File: config.mk
export PLATFORM = sky130hd
export DESIGN_NAME = cond_unit
export DESIGN_NICKNAME = d
export VERILOG_FILES = /design/src/rtl/cond_unit.sv
export SDC_FILE = /design/constraint.sdc
export NUM_CORES = 1
export LEC_CHECK = 0
export BUFFER_PORTS_ARGS = -buffer_cell sky130_fd_sc_hd__buf_2
export CORE_MARGIN = 2
export CORE_UTILIZATION = 48
export DETAILED_ROUTE_END_ITERATION = 8
export PLACE_DENSITY = 0.76
export SYNTH_ARGS = -nofsm -noshare
export SYNTH_HDL_FRONTEND = slang
export SYNTH_SLANG_ARGS = --single-unit
File: constraint.sdc
create_clock -name clk -period 2.3 [get_ports clk]
set_clock_uncertainty 0.05 [all_clocks]
set_input_delay 0 -clock clk [delete_from_list [all_inputs] [get_ports clk]]
set_output_delay 0 -clock clk [all_outputs]
set_load 0.1 [all_outputs]
File: src/rtl/cond_unit.sv
// Conditional-execution stage: stored NZCV flags, condition check, commit gating, exec/squash counters.
// Zero-latency combinational commit outputs; flags and counters update on the rising clk edge; no backpressure.
module cond_unit #(
  parameter int CNT_W = 32
) (
  input  logic             clk,
  input  logic             reset,
  input  logic [3:0]       Cond,
  input  logic [3:0]       ALUFlags,
  input  logic [1:0]       FlagWrite,
  input  logic             PCS,
  input  logic             RegW,
  input  logic             MemW,
  input  logic [3:0]       BeIn,
  input  logic             InstrValid,
  output logic             PCSrc,
  output logic             RegWrite,
  output logic             MemWrite,
  output logic [3:0]       BeOut,
  output logic [3:0]       Flags,
  output logic             CondEx,
  output logic [CNT_W-1:0] ExecCount,
  output logic [CNT_W-1:0] SquashCount
);

  logic n, z, c, v;
  logic go;

  assign {n, z, c, v} = Flags;

  // Evaluated against stored flags only, so an instruction cannot see its own flag update.
  always_comb begin
    CondEx = 1'b0;
    unique case (Cond)
      4'b0000: CondEx = z;
      4'b0001: CondEx = ~z;
      4'b0010: CondEx = c;
      4'b0011: CondEx = ~c;
      4'b0100: CondEx = n;
      4'b0101: CondEx = ~n;
      4'b0110: CondEx = v;
      4'b0111: CondEx = ~v;
      4'b1000: CondEx = c & ~z;
      4'b1001: CondEx = ~c | z;
      4'b1010: CondEx = (n == v);
      4'b1011: CondEx = (n != v);
      4'b1100: CondEx = ~z & (n == v);
      4'b1101: CondEx = z | (n != v);
      default: CondEx = 1'b1;
    endcase
  end

  assign go       = CondEx & InstrValid;
  assign PCSrc    = PCS & go;
  assign RegWrite = RegW & go;
  assign MemWrite = MemW & go;
  assign BeOut    = go ? BeIn : 4'b0000;

  always_ff @(posedge clk or posedge reset) begin
    if (reset) begin
      Flags <= 4'b0000;
    end else begin
      if (FlagWrite[1] & go) Flags[3:2] <= ALUFlags[3:2];
      if (FlagWrite[0] & go) Flags[1:0] <= ALUFlags[1:0];
    end
  end

  // Counters stick at all-ones rather than wrapping.
  always_ff @(posedge clk or posedge reset) begin
    if (reset) begin
      ExecCount   <= '0;
      SquashCount <= '0;
    end else if (InstrValid) begin
      if (CondEx) begin
        if (ExecCount != '1) ExecCount <= ExecCount + CNT_W'(1);
      end else begin
        if (SquashCount != '1) SquashCount <= SquashCount + CNT_W'(1);
      end
    end
  end

endmodule

==> flow_summary.toml <==
[run_status]
run_status = "finished with violations"
violations = "negative setup slack"

[timing]
clock.fmax_mhz = 433
period_minus_slack_ns = 2.31
tightestPinTransition_ns = 0.592
holdWs_ns = 0.134
post-route-period-util_pct = 100
slew_headroom_pct = 60.5
setup_viol = 3
rsz0062_at_grt = "true"
finalMaxSlewViolations = 0
final.setup.worst_slack_ns = -0.0109
timing_hold_violations_final = 0

[grt]
grt_start_max_net_pins = 33
antenna_found_initial = 0
met2_usage_pct = 41.2
grt_first_pass_wirelength_um = 15900
overflow = 0
grtUsageMet3_pct = 3.58
globalRouteMet1Util_pct = 28.7
busiest_layer = "met2"
grt_pass1_vias = 3330
grt_use_total_pct = 23.2

[cts]
clk_path_buf_depth = 2
cts-root-buf = "clkbuf_8"
clock-sinks = 68
cts_tree = "done"
cts_max_level = 3
insertion_delay_ns = 0.35
cts_made_buffers = 9
cts.clk_slew.worst_paths_ns = 0.07

[setup_path]
reg2reg_depth = 8
reg2reg_slack_ns = 0
critPathCapture = "BeOut[3]"
cp_max_fo = 8
r2r_start = "Flags[3]$_DFFE_PP0P_"
cpPeakStageDelay_ns = 0.46
cp_data_required_time_ns = 2.25
critPathKind = "flop to output pin"
worst-endpoint-arrival_ns = 2.26
r2r-end = "ExecCount[3]$_DFFE_PP0P_"
cpMaxStageDelayCell = "dfrtp_2"
end_kind = "output pin"
cp-start-kind = "flop"
crit_chain = "xnor2_2, a2111o_1, a31oi_4, o21a_2, buf_6, and2_4, buf_12"
startpoint = "Flags[3]$_DFFE_PP0P_"

[routing]
drcViolationCount = 0
first_iter_violations = 145
drtAntennaViolNets = 0
wl_per_cell_um = 16.0
drt-pass1-iter-count = 4
routed_via_density = 5.47
wl_um = 9590
via_count = 3289

[floorplanning]
rows = 32
ios = 96
start_util_pct = 49.1
die_area_sq_um = 8540
core-area_sq_um = 7650
die_w_um = 92.4
die_h_um = 92.4

[cells_and_area]
syn_to_final_growth_pct = 42.6
diodes = 0
nets = 516
fillers = 571
drive_above_1_share_pct = 52.5

[yosys]
ys_seq_elements = 68
syn_area_sq_um = 3750
synth_top_area_share_pct = 45.4
ys_warn_count = 0
synth-simple-area-share_pct = 30.7
synth_edf_count = 0
syn_nets = 394
muxShareOfSynthArea_pct = 2.33
syn_inst = 372
synth_top_family_by_area = "simple AND/OR/NAND/NOR gates"
synth_xor_area_share_pct = 14.7
synth_area_leaders = "dfrtp_1 (45%), xor2_1 (9.6%), xnor2_1 (5.1%)"
synthAdderAreaFrac_pct = 0.667
yosysSeqAreaShare_pct = 45.4
ys_types = 46
synth_top_flop_cell = "dfrtp_1"
synth-async-reset-ratio_pct = 100
syn_avg_cell_area_sq_um = 10.1
yosysTopAreaCell = "dfrtp_1"
synth_compound_area_share_pct = 2.23

[place]
post-place-ws_ns = 0.0186
place_congestion = 0.854
portBuffers = 95
post-dp-hpwl_um = 6630

[power_and_ir_drop]
irDropWorstVdd_uv = 1290
finalPower_uw = 5380
leakage_uw = 0.00245
power_density_nw_per_um2 = 1010

[min_path]
hp-start = "InstrValid"
hold_path.class = "primary input to flop"

[job]
cap_violations = 0
[final cells by class]
class | count | area, sq um | area share [%]
repair buffers | 129 | 938 | 17.5
clock buffers | 13 | 169 | 3.16
inverters | 11 | 41.3 | 0.772
multi-input cells | 275 | 2230 | 41.7
well taps | 102 | 128 | 2.39
clock inverters | 3 | 67.6 | 1.26
flip-flops and latches | 68 | 1770 | 33.1
[what timing repair did]
action / 4_1_cts / 5_1_grt
resized for setup: 2 / 13
gates cloned: 0 / 0
hold buffers: 7 / 0
endpoints found under the setup margin: 8 / 41
hold endpoints to repair: 27 / 0
pin swaps: 2 / 8
setup buffers: 3 / 5
[report_power, final]
part	switching [uW]	internal [uW]	leakage [uW]	total, uW
Clock	465	700	0.000116	1160
Sequential	233	1380	0.000808	1610
Combinational	1900	698	0.00152	2600
Total	2600	2780	0.00245	5380
[routing by layer]
layer	up-vias	part of all wire, %
met1	1625	42
li1	1564	-
met2	92	53
met4	0	1.0
met3	8	4.0
met5	-	0
[flip-flops by register name, summed over array words and instances (netlist names)]
signal	cells
Flags	4
ExecCount	32
SquashCount	32
[critical path, delay by kind of cell, from the launching register on]
kind	cells	cell delay, ns
and+or+nand+nor	1	0.16
buffers and inverters	2	0.30
AOI/OAI and AO/OA	3	0.83
DFF	1	0.46
xor gates and xnor gates	1	0.16
[cells by family after synthesis]
family                   Yosys count
AND/OR/NAND/NOR                  191
flip-flops                        68
XOR/XNOR                          63
AO/OA/AOI/OAI                     11
buffers and inverters             29
multiplexers                       8
adder cells (fa/ha/maj)            2
[worst min path at each step]
stage	to	slack, ns	cells after the start
floorplan	Flags[0]$_DFFE_PP0P_	0.09	2
global placement	Flags[2]$_DFFE_PP0P_	0.03	2
detailed placement	Flags[2]$_DFFE_PP0P_	0.05	2
CTS	SquashCount[20]$_DFFE_PP0P_	0.11	4
global route	SquashCount[20]$_DFFE_PP0P_	0.16	4
finish	SquashCount[20]$_DFFE_PP0P_	0.13	4
[Yosys cell counts, types with 5 or more instances]
| cell type | count |
|---|---|
| dfrtp_1 | 68 |
| xor2_1 | 41 |
| nand2_1 | 33 |
| nand3_1 | 30 |
| nor3_1 | 25 |
| xnor2_1 | 22 |
| nand4_1 | 16 |
| nor2_1 | 13 |
| nor4_2 | 13 |
| and2_1 | 12 |
| nor4_1 | 12 |
| inv_1 | 11 |
| and3_1 | 8 |
| and4_1 | 7 |
| clkbuf_1 | 6 |
| buf_2 | 5 |
| mux2_2 | 5 |
[placed cells by master, fill, tap and decap left out, types with 3 or more instances in the layout]
master,n
and2_1,3
and2_4,9
and3_1,8
and4_1,7
buf_12,13
buf_2,87
buf_4,20
clkbuf_8,12
dfrtp_1,11
dfrtp_2,57
dlygate4sd3_1,7
inv_1,10
mux2_4,5
nand2_1,30
nand2_2,3
nand3_1,29
nand4_1,16
nor2_1,8
nor2_2,3
nor3_1,20
nor3_2,6
nor4_1,5
nor4_2,11
nor4_4,9
o21ai_1,3
xnor2_1,21
xor2_1,41
[stage by stage]
stage	setup TNS [ns]	util [%]	cells	instance area (sq um)
2_1_floorplan	-1.61	-	372	4110
3_3_place_gp	0	63.8	570	4880
3_5_place_dp	0	63.8	570	4880
4_1_cts	0	68.2	596	5220
5_1_grt	-0.521	69.9	601	5350
6_report	-0.0192	69.9	601	5350
No activity file was read; power rests on OpenSTA's default activity.
